--- src/rtl/game_timer_pkg.sv ---
// Shared definitions for the two-player game timer: time width, default
// time controls, warning threshold and the turn-sequencer state encoding.
package game_timer_pkg;

  localparam int TW             = 10;
  localparam int TIME_SHORT_DEF = 100;
  localparam int TIME_LONG_DEF  = 300;
  localparam int WARN_TH_DEF    = 50;
  localparam int INC_DEF        = 20;

  typedef enum logic [2:0] {
    IDLE  = 3'd0,
    RUN_A = 3'd1,
    RUN_B = 3'd2,
    PAUSE = 3'd3,
    OVER  = 3'd4
  } state_e;

  // True when a remaining time sits in the low-time band 1..th.
  function automatic logic in_warn_band(input logic [TW-1:0] t, input logic [TW-1:0] th);
    return (t != '0) && (t <= th);
  endfunction

endpackage

--- src/rtl/player_clock.sv ---
// One player's countdown register in tenths of a second.
// Load has priority over counting; the decrement never goes below zero.
// With FISCHER_INC_EN defined, inc_en adds INC after any same-cycle
// decrement, saturating at the all-ones value.
module player_clock
  import game_timer_pkg::*;
#(
  parameter logic [TW-1:0] RESET_VAL = TW'(TIME_SHORT_DEF),
  parameter int            INC       = INC_DEF
) (
  input  logic          clk,
  input  logic          clr,
  input  logic          load_en,
  input  logic [TW-1:0] load_val,
  input  logic          dec_en,
  input  logic          inc_en,
  output logic [TW-1:0] count,
  output logic [TW-1:0] count_next,
  output logic          zero_next
);

  logic [TW-1:0] count_q, count_d;
  logic [TW-1:0] after_dec;

`ifdef FISCHER_INC_EN
  localparam logic [TW:0] INC_W = (TW+1)'(INC);
  logic [TW:0] inc_sum;

  // Next count: reload, else decrement then optional saturating increment.
  always_comb begin
    after_dec = count_q;
    if (dec_en && (count_q != '0)) begin
      after_dec = count_q - 1'b1;
    end
    inc_sum = {1'b0, after_dec} + INC_W;
    count_d = after_dec;
    if (inc_en) begin
      count_d = inc_sum[TW] ? '1 : inc_sum[TW-1:0];
    end
    if (load_en) begin
      count_d = load_val;
    end
  end
`else
  logic unused_inc;
  assign unused_inc = inc_en ^ (INC != 0);

  // Next count: reload, else decrement when enabled and non-zero.
  always_comb begin
    after_dec = count_q;
    if (dec_en && (count_q != '0)) begin
      after_dec = count_q - 1'b1;
    end
    count_d = after_dec;
    if (load_en) begin
      count_d = load_val;
    end
  end
`endif

  // Count register, restarting from the short time control on reset.
  always_ff @(posedge clk or negedge clr) begin
    if (!clr) begin
      count_q <= RESET_VAL;
    end else begin
      count_q <= count_d;
    end
  end

  assign count      = count_q;
  assign count_next = count_d;
  assign zero_next  = (count_q == TW'(1));

endmodule

--- src/rtl/game_turn_ctrl.sv ---
// Turn sequencer for the two-player game timer. Decides which player's
// clock runs on each 10 Hz tick and handles start, hand-over, pause,
// resign, timeout and new game. Optional macro FISCHER_INC_EN gives the
// player handing over a per-move increment of INC tenths.
module game_turn_ctrl
  import game_timer_pkg::*;
#(
  parameter int TIME_SHORT = TIME_SHORT_DEF,
  parameter int TIME_LONG  = TIME_LONG_DEF,
  parameter int WARN_TH    = WARN_TH_DEF,
  parameter int INC        = INC_DEF
) (
  input  logic          clk,
  input  logic          clr,
  input  logic          tick,
  input  logic          mode,
  input  logic          go_a,
  input  logic          go_b,
  input  logic          pause,
  input  logic          resign_a,
  input  logic          resign_b,
  input  logic          new_game,
  output logic [TW-1:0] time_a,
  output logic [TW-1:0] time_b,
  output logic          run_a,
  output logic          run_b,
  output logic          lost_a,
  output logic          lost_b,
  output logic          warn,
  output logic [2:0]    st
);

  if ((TIME_LONG >= (1 << TW)) || ((TIME_LONG + INC) >= (1 << TW))) begin : g_bad_cfg
    $error("game_turn_ctrl: TIME_LONG and TIME_LONG+INC must fit in TW bits");
  end

  state_e        state_q, state_d;
  logic          side_q, side_d;
  logic          lost_a_q, lost_a_d;
  logic          lost_b_q, lost_b_d;
  logic          warn_q, warn_d;

  logic          load_en;
  logic [TW-1:0] load_val;
  logic          dec_a, dec_b, inc_a, inc_b;
  logic [TW-1:0] cnt_a, cnt_b, cnt_a_next, cnt_b_next;
  logic          zero_next_a, zero_next_b;

  assign load_val = mode ? TW'(TIME_LONG) : TW'(TIME_SHORT);

  player_clock #(.RESET_VAL(TW'(TIME_SHORT)), .INC(INC)) u_clock_a (
    .clk        (clk),
    .clr        (clr),
    .load_en    (load_en),
    .load_val   (load_val),
    .dec_en     (dec_a),
    .inc_en     (inc_a),
    .count      (cnt_a),
    .count_next (cnt_a_next),
    .zero_next  (zero_next_a)
  );

  player_clock #(.RESET_VAL(TW'(TIME_SHORT)), .INC(INC)) u_clock_b (
    .clk        (clk),
    .clr        (clr),
    .load_en    (load_en),
    .load_val   (load_val),
    .dec_en     (dec_b),
    .inc_en     (inc_b),
    .count      (cnt_b),
    .count_next (cnt_b_next),
    .zero_next  (zero_next_b)
  );

  // Next state, flags and counter controls; one prioritised event per cycle.
  always_comb begin
    state_d  = state_q;
    side_d   = side_q;
    lost_a_d = lost_a_q;
    lost_b_d = lost_b_q;
    load_en  = 1'b0;
    dec_a    = 1'b0;
    dec_b    = 1'b0;
    inc_a    = 1'b0;
    inc_b    = 1'b0;

    if (new_game) begin
      state_d  = IDLE;
      lost_a_d = 1'b0;
      lost_b_d = 1'b0;
      load_en  = 1'b1;
    end else begin
      unique case (state_q)
        IDLE: begin
          load_en = 1'b1;
          if (go_a && !go_b) begin
            state_d = RUN_A;
          end else if (go_b && !go_a) begin
            state_d = RUN_B;
          end
        end

        RUN_A: begin
          if (resign_a || resign_b) begin
            lost_a_d = lost_a_q | resign_a;
            lost_b_d = lost_b_q | resign_b;
            state_d  = OVER;
          end else if (tick && zero_next_a) begin
            dec_a    = 1'b1;
            lost_a_d = 1'b1;
            state_d  = OVER;
          end else if (pause) begin
            side_d  = 1'b0;
            state_d = PAUSE;
          end else if (go_b) begin
            dec_a   = tick;
            inc_a   = 1'b1;
            state_d = RUN_B;
          end else begin
            dec_a = tick;
          end
        end

        RUN_B: begin
          if (resign_a || resign_b) begin
            lost_a_d = lost_a_q | resign_a;
            lost_b_d = lost_b_q | resign_b;
            state_d  = OVER;
          end else if (tick && zero_next_b) begin
            dec_b    = 1'b1;
            lost_b_d = 1'b1;
            state_d  = OVER;
          end else if (pause) begin
            side_d  = 1'b1;
            state_d = PAUSE;
          end else if (go_a) begin
            dec_b   = tick;
            inc_b   = 1'b1;
            state_d = RUN_A;
          end else begin
            dec_b = tick;
          end
        end

        PAUSE: begin
          if (resign_a || resign_b) begin
            lost_a_d = lost_a_q | resign_a;
            lost_b_d = lost_b_q | resign_b;
            state_d  = OVER;
          end else if (pause) begin
            state_d = side_q ? RUN_B : RUN_A;
          end
        end

        OVER: begin
          state_d = OVER;
        end

        default: begin
          state_d = IDLE;
        end
      endcase
    end
  end

  // Low-time warning follows the side that will be running after this edge.
  always_comb begin
    warn_d = ((state_d == RUN_A) && in_warn_band(cnt_a_next, TW'(WARN_TH))) ||
             ((state_d == RUN_B) && in_warn_band(cnt_b_next, TW'(WARN_TH)));
  end

  // State, saved pause side, loser flags and warning registers.
  always_ff @(posedge clk or negedge clr) begin
    if (!clr) begin
      state_q  <= IDLE;
      side_q   <= 1'b0;
      lost_a_q <= 1'b0;
      lost_b_q <= 1'b0;
      warn_q   <= 1'b0;
    end else begin
      state_q  <= state_d;
      side_q   <= side_d;
      lost_a_q <= lost_a_d;
      lost_b_q <= lost_b_d;
      warn_q   <= warn_d;
    end
  end

  assign time_a = cnt_a;
  assign time_b = cnt_b;
  assign run_a  = (state_q == RUN_A);
  assign run_b  = (state_q == RUN_B);
  assign lost_a = lost_a_q;
  assign lost_b = lost_b_q;
  assign warn   = warn_q;
  assign st     = state_q;

endmodule

--- config.mk ---
export PLATFORM = sky130hd
export DESIGN_NAME = game_turn_ctrl
export DESIGN_NICKNAME = d
export VERILOG_FILES = /design/src/rtl/game_timer_pkg.sv /design/src/rtl/player_clock.sv /design/src/rtl/game_turn_ctrl.sv
export SDC_FILE = /design/constraint.sdc
export NUM_CORES = 1
export LEC_CHECK = 0
export CORE_MARGIN = 3
export CORE_UTILIZATION = 52
export DETAILED_ROUTE_END_ITERATION = 8
export MAX_ROUTING_LAYER = met4
export PLACE_DENSITY_LB_ADDON = 0.05
export RECOVER_POWER = 100
export SLEW_MARGIN = 40
export SYNTH_ARGS = -nofsm -noshare
export SYNTH_HDL_FRONTEND = slang
export SYNTH_SLANG_ARGS = --single-unit
--- constraint.sdc ---
create_clock -name clk -period 3.4 [get_ports clk]
set_clock_uncertainty 0.1 [all_clocks]
set_input_delay 0.68 -clock clk [delete_from_list [all_inputs] [get_ports clk]]
set_output_delay 0.68 -clock clk [all_outputs]
set_load 0.01 [all_outputs]
---- Word-level counts from Yosys, hierarchy flattened ----
Index checks and enable logic that the tools add are counted.
storage, ports and cells
  input bits .............................. 10
  logic and storage cells ................. 107
  register bits after elaboration ......... 27
  output and inout port bits .............. 28
cells by class
  $lt $le $gt $ge ......................... 2
  $add $sub $neg .......................... 2
  bitwise operators ....................... 3
  eq/ne operators ......................... 18
  multiplexer cells ....................... 48
  reduce and logical (&&, ||, !) cells .... 27
operators by type and width
  operator               number
  $mux 10                4
  $reduce_bool 10->1     4
  $mux 3                 13
  $mux 1                 25
  $eq 10x1->1 const B    2
  $le 10x6->1 const B    2
  $sub 10x1->10 const B  2
  $pmux 3 s5             1
  $ne 2x2->1 const B     6
  $logic_and 1x1->1      10
  $eq 3x2->1 const B     3
  $mux 9                 1
  $ne 4x2->1 const B     2
  $reduce_and 8->1       1
  $eq 3x1->1 const B     2
  $ne 3x1->1 const B     2
  $pmux 1 s2             3
  $reduce_and 3->1       2
  $reduce_bool 3->1      2
  $reduce_or 2->1        2
  $eq 3x3->1 const B     1
  $logic_not 3->1        1
  $logic_not 1->1        2
  $logic_or 1x1->1       2
  other kinds (4)        5

---- Logic depth before layout (Yosys ltp) ----
  word-level depth ........................ 13
  gate-level depth with buffers ........... 9

---- Modules after synthesis ----
From an unflattened synthesis, not the netlist that was laid out.
second synthesis, totals
  cell total of the unflattened synthesis .. 217
  area total of the unflattened synthesis .. 1980.6 µm²
modules (own cells, without submodules)
  module                     times used  area each (µm²)  cells an instance  sequential area each (µm²)
  game_turn_ctrl             1           683.2            83                 175.2
  player_clock at u_clock_b  1           650.6            67                 254.0
  player_clock at u_clock_a  1           646.9            67                 254.0

---- Worst setup path after synthesis ----
No wires, ideal clock.
  kind .................................... in2reg
  start point ............................. in resign_b
  end point ............................... reg warn_q (netlist: warn)
  path buffers ............................ 0
  data arrival time ....................... 2.912 ns
  stages on the path ...................... 7
  slack ................................... 0.268 ns
  library setup time ...................... 0.120 ns
  data required time ...................... 3.180 ns
  cells stage by stage .................... or3_1 or4_4 or3_4 o311ai_2 o31ai_1 or4_1 a41o_1
on the way
  longest elaborated chain between the ends .. 11
RTL lines
  item                                               line                   text
  start, declared                                    game_turn_ctrl.sv:21   input logic resign_b,
  $logic_or 1x1->1 *                                 game_turn_ctrl.sv:104  if (resign_a || resign_b) begin
  $mux 1 *                                           game_turn_ctrl.sv:104
  $mux 1 *                                           game_turn_ctrl.sv:93   unique case (state_q)
  $mux 1 *                                           game_turn_ctrl.sv:87   if (new_game) begin
  $logic_and 1x1->1 *                                player_clock.sv:51     if (dec_en && (count_q != '0)) begin
  $mux 10 *                                          player_clock.sv:51
  $mux 10 *                                          player_clock.sv:55     if (load_en) begin
  via cnt_a_next[4]                                  game_turn_ctrl.sv:46   logic [TW-1:0] cnt_a, cnt_b, cnt_a_next, cnt_b_next;
  $le 10x6->1 or $reduce_bool 10->1 (tied branches)  game_timer_pkg.sv:21   return (t != '0) && (t <= th);
  $logic_and 1x1->1 *                                game_timer_pkg.sv:21
  $logic_and 1x1->1 *                                game_turn_ctrl.sv:168  warn_d = ((state_d == RUN_A) && in_warn_band(cnt_a_next, TW'(WARN_TH))) ||
  $logic_or 1x1->1 *                                 game_turn_ctrl.sv:168
  via warn_d                                         game_turn_ctrl.sv:41   logic warn_q, warn_d;
  end signal, assigned                               game_turn_ctrl.sv:185  warn_q <= warn_d;
  end, declared                                      game_turn_ctrl.sv:41
Mark *: on every way through the listed nets, which the timed path passes. The rest lies on a longest branch.
A chain may end at the register's enable or synchronous reset.

---- Worst setup path after layout ----
  start point ............................. in new_game
  end point ............................... reg warn_q (netlist: warn)
on the way
  longest elaborated chain between the ends .. 8
RTL lines
  item                                               line                                          text
  start, declared                                    game_turn_ctrl.sv:22                          input logic new_game,
  $mux 1                                             game_turn_ctrl.sv:87
  $logic_and 1x1->1                                  player_clock.sv:51
  $mux 10                                            player_clock.sv:51
  $mux 10                                            player_clock.sv:55
  $le 10x6->1 or $reduce_bool 10->1 (tied branches)  game_timer_pkg.sv:21
  $logic_and 1x1->1                                  game_timer_pkg.sv:21
  $logic_and 1x1->1 (on tied branches)               game_turn_ctrl.sv:168, game_turn_ctrl.sv:169
  $logic_or 1x1->1 *                                 game_turn_ctrl.sv:168
  via warn_d                                         game_turn_ctrl.sv:41
Marks and branches as above.

==> impl_metrics.ini <==
[sta]
worst_margin_pin_slew_ns = 1.49
unrepaired_setup_endpoints_after_global_routing = false
final_period_minus_worst_setup_slack_ns = 3.37
period_share_pct = 99.1
finalMaxSlewViolations = 0
normalized_max_slew_margin_pct = 0.753
fmax_ghz = 0.297
fin_tns_setup_ns = 0
fin_ws_ns = 0.0315
setup_viol_count_final = 0
finalHoldViolCount = 0

[synth]
ys_ff_latch = 27
post_synth.cell_area_avg_sq_um = 8.44
number_of_enable_flip_flop_cells_after_synthesis = 0
netlist-cell-type-count = 53
synth.area.top_cells = sky130_fd_sc_hd__dfrtp_1 (27%), sky130_fd_sc_hd__dfstp_2 (8.0%), sky130_fd_sc_hd__nor2_1 (6.1%)
synth_top_area_share_pct = 26.6
synth.yosys.seq_area_share_pct = 34.6
synthFlopType = sky130_fd_sc_hd__dfrtp_1
synthesis_warning_total = 0
post_synth_most_frequent_cells = sky130_fd_sc_hd__nor2_1 (32), sky130_fd_sc_hd__dfrtp_1 (21), sky130_fd_sc_hd__nand2_1 (16)
fraction_of_synthesis_flops_using_an_asynchronous_set_or_reset_pin_pct = 100
syn_area_sq_mm = 0.00197
synth.largest_area_cell = sky130_fd_sc_hd__dfrtp_1
syn-instance-count = 234
mappedNetlistNets = 250
yosys.cell_count.top_type = sky130_fd_sc_hd__nor2_1

[placed_design]
port_buffers = 37
place_congestion = 0.936
place_hpwl_microns = 4120
pre_cts_slack_ns = -0.362

[drt]
drt-vias-per-instance = 6.14
wl_per_cell_microns = 16.2
drtPass1Iterations = 6
detail_route.drc_violations = 0
final_antenna_net_count = 0
detailroute.via_count = 2105
routed_wirelength_microns = 5560
first_iter_violations = 146

[layout]
regArea_sq_um = 683
num-fill-cells = 292
final_nets = 314
multi_input_area_sq_mm = 0.00126
area_delta_synth_final_pct = 34.6
utilization_pct = 76.0
n_antenna_cell = 0
final_layout_size_suffix_gt1_share_pct = 13.8

[worst_hold_path]
hold-path-cell-count = 2
hold_path.class = flip-flop to flip-flop

[die]
top_level_ports = 38
std_cell_rows = 21
start_util_pct = 56.5
die_span_x_microns = 67.6
dieHeight_microns = 67.6
placeableCoreArea_sq_mm = 0.00349
dieArea_sq_mm = 0.00457

[pwr]
p_per_area_mw_per_mm2 = 267
p_leak_nw = 1.09
vdd.ir_drop.worst_v = 0.000188

[clocking]
htreeDepth = 1
tritoncts_clock_tree = done
post_cts_buffers = 0
clkSinkCount = 27
cts_buffers = 3
ctsLongestPathBuffers = 2
clkLatencyLatePin_ns = 0.28
clk_root_buffer_cell = sky130_fd_sc_hd__clkbuf_8
cts_hold_fix_bufs = 0
cts.clk_slew.worst_paths_ns = 0.11

[worst_setup_path]
worst-path-max-fanout = 8
cp-start-kind = input pin
cp.arrival_ns = 3.45
worst_ep_required_time_ns = 3.48
criticalPathCategory = input pin to flip-flop
critical_path.endpoint_type = flip-flop
worst_r2r_path_depth = 8

[global_routing]
grt_remaining_overflow = 0
antenna_found_initial = 0
grt_first_pass_wirelength_microns = 9000
grt_usage_pct = 26.3
via_count_of_the_first_global_routing_pass = 1914
grt_start_max_net_pins = 28

[run]
cap_violations = 0

[status]
status = complete, no violations
[critical path, stage by stage]
cell,delay [ns]
sky130_fd_sc_hd__clkdlybuf4s50_1,0.50
sky130_fd_sc_hd__or4_4,0.57
sky130_fd_sc_hd__clkbuf_4,0.15
sky130_fd_sc_hd__nor3_2,0.18
sky130_fd_sc_hd__clkbuf_1,0.31
sky130_fd_sc_hd__xnor2_1,0.14
sky130_fd_sc_hd__a21o_1,0.20
sky130_fd_sc_hd__or4_4,0.47
sky130_fd_sc_hd__a41o_1,0.25
[logic make-up after synthesis]
kind of cell	share of synthesized area (%)
buffers and inverters	3.42
adders and majority gates	3.80
xor gates and xnor gates	5.77
DFF	34.6
and+or+nand+nor	31.9
muxes	1.01
AOI/OAI and AO/OA	19.5
[power breakdown]
group          total, mW  leakage [nW]  switching (mW)  internal (mW)
Sequential         0.363         0.334          0.0263          0.337
Combinational      0.147         0.729          0.0772         0.0694
Clock              0.200        0.0217           0.117         0.0836
[through the flow]
stage                     instance area (sq um)  instances  total power [mW]  hold slack [ns]
after global placement                     2590        339             0.520            0.381
after floorplan                            1970        234             0.436            0.284
final                                      2660        343             0.710            0.407
after CTS                                  2650        343             0.715            0.414
after detailed placement                   2590        339             0.522            0.399
after global routing                       2660        343             0.746            0.429
[layout make-up]
| cell class | count | area share (%) |
|---|---|---|
| timing repair buffer | 65 | 21.2 |
| inverter | 12 | 1.69 |
| multi-input combinational | 189 | 47.4 |
| tap | 46 | 2.17 |
| clock inverter | 1 | 0.282 |
| clock buffer | 3 | 1.55 |
| sequential | 27 | 25.7 |
[path summary, 6_finish.rpt]
| kind | endpoint | from | slack [ns] |
|---|---|---|---|
| hold reg to reg | lost_a$_DFFE_PN0P_ | lost_a$_DFFE_PN0P_ | 0.41 |
| max in group asynchronous | u_clock_b.count[7]$_DFF_PN0_ | clr | 1.16 |
| hold / removal | lost_a$_DFFE_PN0P_ | lost_a$_DFFE_PN0P_ | 0.41 |
| setup / recovery | warn$_DFF_PN0_ | new_game | 0.03 |
| setup reg to reg | warn$_DFF_PN0_ | u_clock_a.count[4]$_DFF_PN0_ | 0.19 |
| min in group asynchronous | lost_b$_DFFE_PN0P_ | clr | 1.17 |
[layer usage]
layer  track usage (%)  part of all wire (%)  wire length (microns)  vias to the layer above
met5                 -                     0                      0                        -
li1                  -                     -                      -                     1008
met3              2.66                   4.6                    253                        9
met1              35.0                    46                   2580                     1008
met4              6.08                   1.3                     71                        0
met2              43.0                    48                   2650                       80
[cell usage in the layout (no fill, tap or decap), types with 2 or more instances in the layout]
cell and n:
sky130_fd_sc_hd__nor2_1 32, sky130_fd_sc_hd__dlygate4sd3_1 27, sky130_fd_sc_hd__dfrtp_1 21, sky130_fd_sc_hd__buf_4 18, sky130_fd_sc_hd__nand2_1 16, sky130_fd_sc_hd__inv_1 12
sky130_fd_sc_hd__a21oi_1 11, sky130_fd_sc_hd__xnor2_1 9, sky130_fd_sc_hd__nor3_1 8, sky130_fd_sc_hd__o21ai_0 8, sky130_fd_sc_hd__clkdlybuf4s50_1 8, sky130_fd_sc_hd__nor4_1 7
sky130_fd_sc_hd__a31oi_1 7, sky130_fd_sc_hd__nand3_1 7, sky130_fd_sc_hd__ha_1 6, sky130_fd_sc_hd__clkbuf_1 6, sky130_fd_sc_hd__and3_1 5, sky130_fd_sc_hd__nand4_1 5
sky130_fd_sc_hd__nor2b_1 4, sky130_fd_sc_hd__xor2_1 4, sky130_fd_sc_hd__or4_1 4, sky130_fd_sc_hd__and2_1 4, sky130_fd_sc_hd__clkbuf_4 4, sky130_fd_sc_hd__dfstp_1 4
sky130_fd_sc_hd__and4_1 3, sky130_fd_sc_hd__o31ai_1 3, sky130_fd_sc_hd__a311oi_1 3, sky130_fd_sc_hd__o211ai_1 3, sky130_fd_sc_hd__clkbuf_8 3, sky130_fd_sc_hd__or3_4 2
sky130_fd_sc_hd__or4_4 2, sky130_fd_sc_hd__nand2b_1 2, sky130_fd_sc_hd__nor4_2 2, sky130_fd_sc_hd__a211oi_1 2, sky130_fd_sc_hd__nand4b_1 2, sky130_fd_sc_hd__a21o_1 2
sky130_fd_sc_hd__dlymetal6s2s_1 2, sky130_fd_sc_hd__dfstp_2 2
[timing repair]
item,4_1_cts,5_1_grt
cloned,0,0
pin swaps,0,4
gates resized for setup,1,8
setup endpoints to repair,1,1
hold endpoints to repair,0,0
[flip-flops by register name (all words and copies together), names as in the netlist]
| register | count |
|---|---|
| lost_b | 1 |
| u_clock_a.count | 10 |
| warn | 1 |
| lost_a | 1 |
| side_q | 1 |
| st | 3 |
| u_clock_b.count | 10 |
Note: power is estimated with default switching activity, not from simulation.
